<file path="config.mk">
export PLATFORM = sky130hd
export DESIGN_NAME = des_decrypt_iter
export DESIGN_NICKNAME = d
export VERILOG_FILES = /design/src/rtl/des_decrypt_iter.sv
export SDC_FILE = /design/constraint.sdc
export NUM_CORES = 1
export LEC_CHECK = 0
export BUFFER_PORTS_ARGS = -buffer_cell sky130_fd_sc_hd__buf_2
export CAP_MARGIN = 0
export CORE_ASPECT_RATIO = 0.8
export CORE_MARGIN = 2
export CORE_UTILIZATION = 60
export CTS_CLUSTER_DIAMETER = 100
export DETAILED_ROUTE_END_ITERATION = 10
export MAX_ROUTING_LAYER = met4
export PLACE_DENSITY = 0.82
export SKIP_CTS_REPAIR_TIMING = 1
export SLEW_MARGIN = 20
export SYNTH_ARGS = -nofsm -noshare
export SYNTH_HDL_FRONTEND = slang
export SYNTH_SLANG_ARGS = --single-unit
</file>
<file path="constraint.sdc">
create_clock -name clk -period 8.8 [get_ports clk]
set_input_delay 1.76 -clock clk [delete_from_list [all_inputs] [get_ports clk]]
set_output_delay 1.76 -clock clk [all_outputs]
set_load 0.01 [all_outputs]
</file>
<file path="src/rtl/des_decrypt_iter.sv">
// Iterative DES decryption: one Feistel round per clock, subkeys K16..K1 from right rotations.
// Optional DES_KEY_PARITY_CHECK_EN adds key_par_err (odd-parity check of each key byte on accept).
module des_decrypt_iter #(
  parameter int NROUNDS = 16
) (
  input  logic        clk,
  input  logic        rst,
  input  logic        in_valid,
  output logic        in_ready,
  input  logic [1:64] key,
  input  logic [1:64] cipher,
  output logic        out_valid,
  input  logic        out_ready,
  output logic [1:64] plain,
  output logic        busy
`ifdef DES_KEY_PARITY_CHECK_EN
  ,
  output logic        key_par_err
`endif
);

  localparam logic [3:0] LAST = 4'(NROUNDS - 1);

  localparam int IP_T [64] = '{
    58, 50, 42, 34, 26, 18, 10, 2,
    60, 52, 44, 36, 28, 20, 12, 4,
    62, 54, 46, 38, 30, 22, 14, 6,
    64, 56, 48, 40, 32, 24, 16, 8,
    57, 49, 41, 33, 25, 17,  9, 1,
    59, 51, 43, 35, 27, 19, 11, 3,
    61, 53, 45, 37, 29, 21, 13, 5,
    63, 55, 47, 39, 31, 23, 15, 7
  };

  localparam int FP_T [64] = '{
    40, 8, 48, 16, 56, 24, 64, 32,
    39, 7, 47, 15, 55, 23, 63, 31,
    38, 6, 46, 14, 54, 22, 62, 30,
    37, 5, 45, 13, 53, 21, 61, 29,
    36, 4, 44, 12, 52, 20, 60, 28,
    35, 3, 43, 11, 51, 19, 59, 27,
    34, 2, 42, 10, 50, 18, 58, 26,
    33, 1, 41,  9, 49, 17, 57, 25
  };

  localparam int E_T [48] = '{
    32,  1,  2,  3,  4,  5,
     4,  5,  6,  7,  8,  9,
     8,  9, 10, 11, 12, 13,
    12, 13, 14, 15, 16, 17,
    16, 17, 18, 19, 20, 21,
    20, 21, 22, 23, 24, 25,
    24, 25, 26, 27, 28, 29,
    28, 29, 30, 31, 32,  1
  };

  localparam int P_T [32] = '{
    16,  7, 20, 21, 29, 12, 28, 17,
     1, 15, 23, 26,  5, 18, 31, 10,
     2,  8, 24, 14, 32, 27,  3,  9,
    19, 13, 30,  6, 22, 11,  4, 25
  };

  // Parity bits 8,16,...,64 never appear here, so they cannot affect the key schedule.
  localparam int PC1_T [56] = '{
    57, 49, 41, 33, 25, 17,  9,
     1, 58, 50, 42, 34, 26, 18,
    10,  2, 59, 51, 43, 35, 27,
    19, 11,  3, 60, 52, 44, 36,
    63, 55, 47, 39, 31, 23, 15,
     7, 62, 54, 46, 38, 30, 22,
    14,  6, 61, 53, 45, 37, 29,
    21, 13,  5, 28, 20, 12,  4
  };

  localparam int PC2_T [48] = '{
    14, 17, 11, 24,  1,  5,
     3, 28, 15,  6, 21, 10,
    23, 19, 12,  4, 26,  8,
    16,  7, 27, 20, 13,  2,
    41, 52, 31, 37, 47, 55,
    30, 40, 51, 45, 33, 48,
    44, 49, 39, 56, 34, 53,
    46, 42, 50, 36, 29, 32
  };

  // Flat S-box ROM indexed by {box, row, column}.
  localparam logic [3:0] SBOX [512] = '{
    14, 4,13, 1, 2,15,11, 8, 3,10, 6,12, 5, 9, 0, 7,
     0,15, 7, 4,14, 2,13, 1,10, 6,12,11, 9, 5, 3, 8,
     4, 1,14, 8,13, 6, 2,11,15,12, 9, 7, 3,10, 5, 0,
    15,12, 8, 2, 4, 9, 1, 7, 5,11, 3,14,10, 0, 6,13,
    15, 1, 8,14, 6,11, 3, 4, 9, 7, 2,13,12, 0, 5,10,
     3,13, 4, 7,15, 2, 8,14,12, 0, 1,10, 6, 9,11, 5,
     0,14, 7,11,10, 4,13, 1, 5, 8,12, 6, 9, 3, 2,15,
    13, 8,10, 1, 3,15, 4, 2,11, 6, 7,12, 0, 5,14, 9,
    10, 0, 9,14, 6, 3,15, 5, 1,13,12, 7,11, 4, 2, 8,
    13, 7, 0, 9, 3, 4, 6,10, 2, 8, 5,14,12,11,15, 1,
    13, 6, 4, 9, 8,15, 3, 0,11, 1, 2,12, 5,10,14, 7,
     1,10,13, 0, 6, 9, 8, 7, 4,15,14, 3,11, 5, 2,12,
     7,13,14, 3, 0, 6, 9,10, 1, 2, 8, 5,11,12, 4,15,
    13, 8,11, 5, 6,15, 0, 3, 4, 7, 2,12, 1,10,14, 9,
    10, 6, 9, 0,12,11, 7,13,15, 1, 3,14, 5, 2, 8, 4,
     3,15, 0, 6,10, 1,13, 8, 9, 4, 5,11,12, 7, 2,14,
     2,12, 4, 1, 7,10,11, 6, 8, 5, 3,15,13, 0,14, 9,
    14,11, 2,12, 4, 7,13, 1, 5, 0,15,10, 3, 9, 8, 6,
     4, 2, 1,11,10,13, 7, 8,15, 9,12, 5, 6, 3, 0,14,
    11, 8,12, 7, 1,14, 2,13, 6,15, 0, 9,10, 4, 5, 3,
    12, 1,10,15, 9, 2, 6, 8, 0,13, 3, 4,14, 7, 5,11,
    10,15, 4, 2, 7,12, 9, 5, 6, 1,13,14, 0,11, 3, 8,
     9,14,15, 5, 2, 8,12, 3, 7, 0, 4,10, 1,13,11, 6,
     4, 3, 2,12, 9, 5,15,10,11,14, 1, 7, 6, 0, 8,13,
     4,11, 2,14,15, 0, 8,13, 3,12, 9, 7, 5,10, 6, 1,
    13, 0,11, 7, 4, 9, 1,10,14, 3, 5,12, 2,15, 8, 6,
     1, 4,11,13,12, 3, 7,14,10,15, 6, 8, 0, 5, 9, 2,
     6,11,13, 8, 1, 4,10, 7, 9, 5, 0,15,14, 2, 3,12,
    13, 2, 8, 4, 6,15,11, 1,10, 9, 3,14, 5, 0,12, 7,
     1,15,13, 8,10, 3, 7, 4,12, 5, 6,11, 0,14, 9, 2,
     7,11, 4, 1, 9,12,14, 2, 0, 6,10,13,15, 3, 5, 8,
     2, 1,14, 7, 4,10, 8,13,15,12, 9, 0, 3, 5, 6,11
  };

  function automatic logic [1:64] ip_perm(input logic [1:64] x);
    logic [1:64] y;
    for (int i = 0; i < 64; i++) y[i+1] = x[IP_T[i]];
    return y;
  endfunction

  function automatic logic [1:64] fp_perm(input logic [1:64] x);
    logic [1:64] y;
    for (int i = 0; i < 64; i++) y[i+1] = x[FP_T[i]];
    return y;
  endfunction

  function automatic logic [1:56] pc1_perm(input logic [1:64] x);
    logic [1:56] y;
    for (int i = 0; i < 56; i++) y[i+1] = x[PC1_T[i]];
    return y;
  endfunction

  function automatic logic [1:48] pc2_perm(input logic [1:56] x);
    logic [1:48] y;
    for (int i = 0; i < 48; i++) y[i+1] = x[PC2_T[i]];
    return y;
  endfunction

  function automatic logic [1:32] feistel(input logic [1:32] r, input logic [1:48] k);
    logic [1:48] e;
    logic [1:32] s_out;
    logic [1:32] y;
    logic [1:6]  g;
    for (int i = 0; i < 48; i++) e[i+1] = r[E_T[i]];
    e = e ^ k;
    for (int s = 0; s < 8; s++) begin
      g = e[6*s+1 +: 6];
      s_out[4*s+1 +: 4] = SBOX[{3'(s), g[1], g[6], g[2:5]}];
    end
    for (int i = 0; i < 32; i++) y[i+1] = s_out[P_T[i]];
    return y;
  endfunction

  typedef enum logic [1:0] {
    IDLE,
    ROUND,
    DONE
  } state_t;

  state_t      state_q, state_d;
  logic [3:0]  cnt_q;
  logic [1:32] l_q, r_q;
  logic [1:28] c_q, d_q;
  logic [1:28] c_rot, d_rot;
  logic [1:48] subkey;
  logic [1:32] r_next;
  logic        last_round;

  assign last_round = (cnt_q == LAST);

  // C16/D16 equal C0/D0, so the first decrypt round uses the unrotated halves.
  always_comb begin
    c_rot = c_q;
    d_rot = d_q;
    if (cnt_q == 4'd1 || cnt_q == 4'd8 || cnt_q == 4'd15) begin
      c_rot = {c_q[28], c_q[1:27]};
      d_rot = {d_q[28], d_q[1:27]};
    end else if (cnt_q != 4'd0) begin
      c_rot = {c_q[27:28], c_q[1:26]};
      d_rot = {d_q[27:28], d_q[1:26]};
    end
  end

  assign subkey = pc2_perm({c_rot, d_rot});
  assign r_next = l_q ^ feistel(r_q, subkey);

  always_comb begin
    state_d  = state_q;
    in_ready = 1'b0;
    busy     = 1'b0;
    case (state_q)
      IDLE: begin
        in_ready = 1'b1;
        if (in_valid) state_d = ROUND;
      end
      ROUND: begin
        busy = 1'b1;
        if (last_round) state_d = DONE;
      end
      DONE: begin
        if (out_ready) state_d = IDLE;
      end
      default: state_d = IDLE;
    endcase
  end

  always_ff @(posedge clk or posedge rst) begin
    if (rst) state_q <= IDLE;
    else     state_q <= state_d;
  end

  always_ff @(posedge clk or posedge rst) begin
    if (rst) begin
      cnt_q     <= '0;
      l_q       <= '0;
      r_q       <= '0;
      c_q       <= '0;
      d_q       <= '0;
      plain     <= '0;
      out_valid <= 1'b0;
    end else begin
      case (state_q)
        IDLE: begin
          if (in_valid) begin
            {l_q, r_q} <= ip_perm(cipher);
            {c_q, d_q} <= pc1_perm(key);
            cnt_q      <= '0;
          end
        end
        ROUND: begin
          l_q   <= r_q;
          r_q   <= r_next;
          c_q   <= c_rot;
          d_q   <= d_rot;
          cnt_q <= cnt_q + 4'd1;
          if (last_round) begin
            // Final round output is swapped before the inverse permutation.
            plain     <= fp_perm({r_next, r_q});
            out_valid <= 1'b1;
          end
        end
        DONE: begin
          if (out_ready) out_valid <= 1'b0;
        end
        default: ;
      endcase
    end
  end

`ifdef DES_KEY_PARITY_CHECK_EN
  logic par_bad;

  always_comb begin
    par_bad = 1'b0;
    for (int b = 0; b < 8; b++) par_bad = par_bad | ~(^key[8*b+1 +: 8]);
  end

  always_ff @(posedge clk or posedge rst) begin
    if (rst)                             key_par_err <= 1'b0;
    else if (state_q == IDLE && in_valid) key_par_err <= par_bad;
  end
`endif

endmodule

</file>
# After elaboration in Yosys (flattened, before gate mapping)
# Memories as Yosys holds them, arrays and structs flattened.
# Index checks and enable logic that the tools add are counted.
# word_totals
elab_cells,96
output_inout_bits,67
mem_count,8
reg_bits,191
mem_bits_ro,16384
inputBits,132
# mem_list
name,words,width,rd,rd_ports_with_merged_regs,write_ports,line_no,text
(name not given),512,4,1,0,0,156,"s_out[4*s+1 +: 4] = SBOX[{3'(s), g[1], g[6], g[2:5]}];"
(name not given),512,4,1,0,0,156,
(name not given),512,4,1,0,0,156,
(name not given),512,4,1,0,0,156,
(name not given),512,4,1,0,0,156,
(name not given),512,4,1,0,0,156,
2 more memories,--,--,--,--,--,--,
# classes
n_reduce_logical,11
eq_ne,9
add_sub_neg,1
order_cmp,8
mux,39
n_bitwise,10
# ops
operator,n
2-to-1 mux 28 bit,6
one-hot mux 32 bit (2 select lines),2
one-hot mux 28 bit (2 select lines),2
"greater-or-equal comparator 10 bit, second input constant",8
2-to-1 mux 4 bit,17
2-to-1 mux 32 bit,2
bitwise XOR 48 bit,1
inverter 9 -> 10 bit,4
bitwise XOR 32 bit,1
inverter 8 -> 10 bit,2
inverter 6 -> 10 bit,1
inverter 7 -> 10 bit,1
AND reduction 3 bit,3
"== test 4 bit, second input constant",2
one-hot mux 4 bit (2 select lines),1
2-to-1 mux 2 bit,3
"inequality test 2 bit, second input constant",3
one-hot mux 2 bit (3 select lines),1
"adder 4 x 1 -> 4 bit, second input constant",1
"== test 4 x 1 -> 1 bit, second input constant",1
2-to-1 mux 1 bit,4
AND reduction 2 bit,2
nonzero test 2 bit,2
nonzero test 4 bit,1
6 further kinds,7

# Longest topological paths before layout
# Gate-level depths: netlist (run 1).
# logic_depth
depth_word,11
ltp_mapped,18
depth_no_buf,15

# Worst setup path before layout (run 1)
# No wires, ideal clock.
# synth_path
path_kind,reg-to-reg
from,register cnt_q[0]
to,register plain[10] (netlist bit)
t_required_ns,8.665
path_slack_ns,4.907
t_arrival_ns,3.758
n_path_buf,2
setup_time_ns,0.135
path_stages_with_launch,17
period_less_slack_ns,3.893
cell_sequence,dfrtp_1 -> inv_1 -> ha_1 -> nor3b_4 -> buf_4 -> buf_6 -> mux2_2 -> mux2i_2 -> xor2_2 -> inv_1 -> ha_1 -> and2_1 -> or3_1 -> a32o_1 -> a32oi_1 -> xnor2_1 -> o21ai_0
# synth_between
elab_chain_len,10
word_cells_on_any_way,15
cone_classes,3 x eq/ne; 4 x mux; 3 x bitwise; 4 x reduce/logical; 1 x memory
# synth_lines
element,line_no,text
from (decl),169,logic [3:0] cnt_q;
from (signal assigned),243,cnt_q <= cnt_q + 4'd1;
== test 4 x 1 -> 1 bit / == test 4 bit (equally long branches),183,if (cnt_q == 4'd1 || cnt_q == 4'd8 || cnt_q == 4'd15) begin
logical OR 1 bit (2 in a row),183,
2-to-1 mux 28 bit,183,
bitwise XOR 48 bit,153,e = e ^ k;
inverter 9 -> 10 bit (implied by the code),156,
memory (512 x 4 bit),--,
2-to-1 mux 4 bit (implied by the code) (2 in a row),156,
bitwise XOR 32 bit,193,"assign r_next = l_q ^ feistel(r_q, subkey);"
to (signal assigned),246,"plain <= fp_perm({r_next, r_q});"
to (decl),14,"output logic [1:64] plain,"
# Parallel ways exist; a longest one is shown, timed or not. The select of a mux whose other input is x is not followed.
# A chain may end at the register's enable or synchronous reset.

# Worst setup path after layout (run 1)
# layout_path
from,register cnt_q[1]
to,register r_q[8] (netlist bit)
# layout_between
elab_chain_len,11
word_cells_on_any_way,15
cone_classes,3 x eq/ne; 5 x mux; 3 x bitwise; 3 x reduce/logical; 1 x memory
# layout_lines
element,line_no,text
== test 4 x 1 -> 1 bit / == test 4 bit (equally long branches),183,
logical OR 1 bit (2 in a row),183,
2-to-1 mux 28 bit *,183,
bitwise XOR 48 bit *,153,
inverter 9 -> 10 bit (implied by the code) *,156,
memory (512 x 4 bit) *,--,
2-to-1 mux 4 bit (implied by the code) * (2 in a row),156,
bitwise XOR 32 bit *,193,
one-hot mux 32 bit (2 select lines) *,230,case (state_q)
to (signal assigned),233,"{l_q, r_q} <= ip_perm(cipher);"
to (signal assigned),240,r_q <= r_next;
to (decl),170,"logic [1:32] l_q, r_q;"
# Mark *: on every way between the ends. The rest lies on a longest branch, timed or not. The select of a mux whose other input is x is not followed.

==> impl_metrics.py, run 1 <==
metrics = {
    "detailed_routing": {
        "routed_via_density": 6.547,
        "drtIter0Drc": 1984,
        "drt_first_pass_iters": 6,
        "routed-via-count": 14270,
        "wl_per_cell_um": 21.82,
        "ant_nets": 0,
        "finalWirelength_um": 47540,
        "post-route-drc-count": 0,
    },
    "layout": {
        "drive_gt1_frac": 0.2214,
        "seqCellArea_um2": 4785,
        "nets": 2037,
        "fillers": 1984,
        "multi_input_area_um2": 9722,
        "final_common_cell": "nand2_1",
        "area_growth_pct": 9.743,
        "mostFrequentLayoutCells": "291 x nand2_1, 190 x buf_2, 189 x dfrtp_1",
    },
    "cts": {
        "cts_buffer_depth": 2,
        "cts.htree.levels": 4,
        "tritoncts": "done",
        "clock_sink_count": 191,
        "clk_pin_slew_ps": 80,
        "clock-root-buffer": "clkbuf_16",
        "insertion_delay_ps": 470,
        "cts_made_buffers": 17,
    },
    "yosys": {
        "yosysTopAreaCell": "dfrtp_1",
        "synth_area_leaders": "dfrtp_1 31%, nand2_1 7.2%, ha_1 5.3%",
        "syn_area_um2": 15290,
        "synth.distinct_cells": 78,
        "ys.warnings.count": 0,
        "yosysSeqAreaShare": 0.3125,
        "syn_nets": 1946,
        "synth_edf_count": 0,
        "synthCells": 1749,
        "avgSynthCellArea_um2": 8.745,
        "synth_top_area_frac": 0.3125,
        "synth-seq-cells": 191,
        "postSynth.asyncResetShare": 1.000,
        "synth_flop_cell": "dfrtp_1",
    },
    "floorplan": {
        "rows": 52,
        "core_um2": 25180,
        "dieArea_um2": 26790,
        "ios": 199,
        "initial_core_util": 0.6074,
        "fp.dieH_um": 146.8,
        "die_w_um": 182.5,
    },
    "sta": {
        "period_needed_ps": 5087,
        "final.period_utilization": 0.5781,
        "drv_slew": 0,
        "finalHoldViolations": 0,
        "setup_viol": 0,
        "setup_tns_ps": 0,
        "max_freq_mhz": 196.6,
        "fin_skew_ps": 19.40,
        "rsz0062_at_grt": "no",
        "worst_pin_slew_ps": 1103,
        "slew-limit-headroom": 0.2596,
    },
    "worst_setup_path": {
        "arrival_ps": 5410,
        "critPathMaxFanout": 49,
        "ff2ff_path_depth": 14,
        "worstSetupPathType": "reg2reg",
        "crit_required_ps": 9120,
        "end_kind": "flip-flop",
        "startpoint_type": "flip-flop",
    },
    "job": {
        "drv_cap": 0,
    },
    "global_routing": {
        "track_usage": 0.3622,
        "grt_max_degree": 126,
        "overflow": 0,
        "antenna_found_initial": 3,
        "grt_pass1_wl_um": 73120,
        "grt_pass1_vias": 12940,
    },
    "min_path": {
        "hold_depth": 2,
        "hp-class": "reg2reg",
    },
    "placement": {
        "routabilityCongestion": 0.9689,
        "numPortBuffers": 190,
        "hpwl_um": 32750,
    },
    "outcome": {
        "outcome": "finished clean",
    },
}
-- worst paths after layout --
path / slack, ps / to / from
setup / recovery: 3710 / r_q[8] / cnt_q[1]
hold / removal: 480 / plain[59] / plain[59]
setup reg to reg: 3710 / r_q[8] / cnt_q[1]
hold reg to reg: 480 / plain[59] / plain[59]
max in group asynchronous: 5950 / d_q[3] / rst
min in group asynchronous: 1450 / plain[17] / rst
-- cell families (layout without fill, tap and decap cells) --
family	Yosys count	count (layout)	share of synthesized area
AOI/OAI and AO/OA	515	515	0.2146
other	0	3	0
and+or+nand+nor	545	545	0.1603
DFF	191	191	0.3125
buffers and inverters	180	283	0.05481
xor gates and xnor gates	117	117	0.09056
muxes	136	136	0.1140
adders and majority gates	65	65	0.05317
-- final cells by class --
class,count,area share
Clock inverter,14,0.01014
Sequential cell,191,0.2851
Clock buffer,17,0.02534
Tap cell,324,0.02415
Multi-Input combinational cell,1378,0.5792
Antenna cell,3,0.0004473
Timing Repair Buffer,211,0.06605
Inverter,41,0.009616
-- worst max-delay path, cell delays in order (launching register included) --
cell and delay (ps):
dfrtp_1 400, inv_1 110, ha_1 200, nor3b_4 170, buf_4 530, mux2_2 400, mux2_4 280, xnor2_2 550
inv_1 270, ha_1 520, o21ai_0 190, mux4_2 540, o211ai_2 390, xnor2_1 240, a21oi_1 120
-- per-layer routing --
metal,up-vias,share of wire,track usage
met4,0,0.031,0.1383
met3,89,0.12,0.09569
li1,6443,-,-
met2,877,0.43,0.4913
met1,6857,0.42,0.5168
met5,-,0,-
-- synth_stat cells (all sizes together) (50+ instances only) --
library cell and instances:
nand2 293, dfrtp 191, o21ai 158, a21oi 122
nor2 102, clkbuf 80, mux2 80, ha 65
buf 59, xor2 59, xnor2 58, a22oi 50
-- per-stage QoR --
step	utilization	worst slack, ps	instances	area (um2)	hold slack [ps]
3_3_place_gp	0.6422	3766	2145	16170	456.5
5_1_grt	0.6666	3477	2179	16780	499.3
3_5_place_dp	0.6422	3680	2145	16170	458.7
4_1_cts	0.6658	3639	2176	16760	481.5
2_1_floorplan	-	1841	1749	15290	463.7
6_report	0.6666	3713	2179	16780	479.1
-- state kept, by name, indices dropped and copies added, names as in the netlist --
signal / flops
out_valid: 1
c_q: 28
r_q: 32
cnt_q: 4
plain: 64
state_q: 2
l_q: 32
d_q: 28
Power of run 1 is not shown: default switching activity piles up to over one toggle a cycle in this logic, so the estimate is an artifact.
==> run 2: changes to the inputs <==
- CORE_UTILIZATION: 60 -> 54
- PLACE_DENSITY: 0.82 -> 0.78
- clock period: 8.8 -> 4.1 ns (I/O delays scaled with it)
==> run 2 against run 1 <==
- via count up 4.2%
- critical path depth up 2
- global-route usage down 0.98 points
- first-iteration DRC count down 22%
- sequential cell count unchanged
- core utilization down 1.8 points
- maximum frequency up 27%
- largest cell class unchanged
==> impl_metrics.py, run 2 (synthesized netlist as in run 1, its figures left out) <==
metrics = {
    "outcome": {
        "outcome": "finished clean",
    },
    "worst_setup_path": {
        "r2r_start": "cnt_q[0]",
        "slowest_stage": "nor4_2",
        "regToRegEndpoint": "plain[14]",
        "cp_num_buf_inv": 5,
        "ff2ff_setup_slack_ps": 90,
        "ff2ff_path_depth": 16,
        "critPathMaxFanout": 12,
        "end_kind": "flip-flop",
        "startpoint_type": "flip-flop",
        "path_cells": "inv_1 > ha_2 > nor3b_4 > buf_12 > mux2_2 > mux2_2 > xor2_4 > inv_1 > buf_4 > ha_1 > a211oi_1 > nor4_1 > nor4_2 > buf_4 > xnor2_1 > o21ai_0",
        "slowest_delay_ps": 520,
        "worstSetupPathType": "reg2reg",
        "cpLargestDelayFamily": "simple AND/OR/NAND/NOR gates",
        "crit_required_ps": 4390,
        "arrival_ps": 4300,
    },
    "global_routing": {
        "grt_max_degree": 192,
        "track_usage": 0.3524,
        "overflow": 0,
        "grt_pass1_vias": 13740,
        "antenna_found_initial": 1,
        "grt_pass1_wl_um": 78680,
    },
    "sta": {
        "worst_pin_slew_ps": 1020,
        "final.period_utilization": 0.9792,
        "setup_tns_ps": 0,
        "setup_viol": 0,
        "finalHoldViolations": 0,
        "rsz0062_at_grt": "yes",
        "fin_skew_ps": 27.60,
        "max_freq_mhz": 249.1,
        "slew-limit-headroom": 0.3174,
        "drv_slew": 0,
        "period_needed_ps": 4015,
    },
    "layout": {
        "nets": 2162,
        "drive_gt1_frac": 0.2851,
        "top_regs": "plain x64, l_q x32, r_q x32",
        "largest_register_ffs": 64,
        "multi_input_area_um2": 10000,
        "regMostFlops": "plain",
        "final_common_cell": "nand2_1",
        "mostFrequentLayoutCells": "291 x nand2_1, 190 x buf_2, 188 x dfrtp_1",
        "seqCellArea_um2": 4786,
        "fillers": 2385,
        "area_growth_pct": 19.02,
    },
    "floorplan": {
        "die_w_um": 192.2,
        "ios": 199,
        "core_um2": 28080,
        "dieArea_um2": 29690,
        "rows": 55,
        "initial_core_util": 0.5447,
        "fp.dieH_um": 154.5,
    },
    "cts": {
        "insertion_delay_ps": 470,
        "tritoncts": "done",
        "clk_pin_slew_ps": 90,
        "clock-root-buffer": "clkbuf_16",
        "clock_sink_count": 191,
        "cts_made_buffers": 17,
        "cts.htree.levels": 4,
        "cts_buffer_depth": 2,
    },
    "detailed_routing": {
        "ant_nets": 0,
        "wl_per_cell_um": 21.94,
        "drt_first_pass_iters": 6,
        "wl_met2_um": 22140,
        "routedLengthMet1_um": 22320,
        "finalWirelength_um": 51540,
        "routed_via_density": 6.330,
        "drtIter0Drc": 1547,
        "highest_layer": "met4",
        "wl_met3_um": 5747,
        "post-route-drc-count": 0,
        "routed-via-count": 14870,
    },
    "placement": {
        "numPortBuffers": 190,
        "hpwl_um": 36750,
        "routabilityCongestion": 0.9843,
    },
    "min_path": {
        "hp-class": "in2async",
    },
    "job": {
        "drv_cap": 0,
    },
}
[run 2: cell types whose count changed in the layout (fill, tap and decap cells not counted), moves of 4 or more]
cell / previous run / this run
buf_4: 21 / 135
inv_12: 0 / 5
ha_1: 65 / 59
o21ai_0: 140 / 136
xor2_1: 37 / 31
xor2_4: 2 / 8
buf_12: 0 / 5
[run 2: worst max path at each step]
| stage | end | cells past startpoint | from |
|---|---|---|---|
| 5_1_grt | plain[14] | 16 | cnt_q[0] |
| 4_1_cts | plain[14] | 16 | cnt_q[1] |
| 3_3_place_gp | plain[14] | 16 | cnt_q[0] |
| 6_report | plain[14] | 16 | cnt_q[0] |
| 3_5_place_dp | plain[14] | 16 | cnt_q[0] |
| 2_1_floorplan | plain[10] | 16 | cnt_q[0] |
[run 2: per-stage QoR]
step / cell area, um2 / hold slack [ps] / utilization / setup WS, ps / instances
finish: 18200 / 424.3 / 0.6484 / 85.37 / 2349
CTS: 17760 / 478.6 / 0.6326 / -119.8 / 2335
floorplan: 15300 / 463.7 / - / 206.9 / 1749
global route: 18200 / 472.8 / 0.6484 / -56.35 / 2349
detailed placement: 17130 / 456.7 / 0.6100 / -95.50 / 2303
global placement: 17130 / 456.6 / 0.6100 / -3.866 / 2303
[run 2: routing by layer]
metal,global-route usage,vias to the layer above
li1,-,6697
met1,0.5194,7172
met2,0.4901,906
met3,0.07170,94
met4,0.09560,0
met5,-,-
[run 2: tightest hold or removal path: stages]
cell and delay [ps]:
buf_2 110, clkinvlp_4 70, buf_12 290
[run 2: layout make-up]
cell class	count	area share
clock inverters	15	0.01155
repair buffers	335	0.1184
flip-flops and latches	191	0.2629
diodes	1	0.0001375
well taps	370	0.02543
multi-input cells	1379	0.5496
inverters	41	0.008660
clock buffers	17	0.02337
Power of run 2 is left out for the same reason.
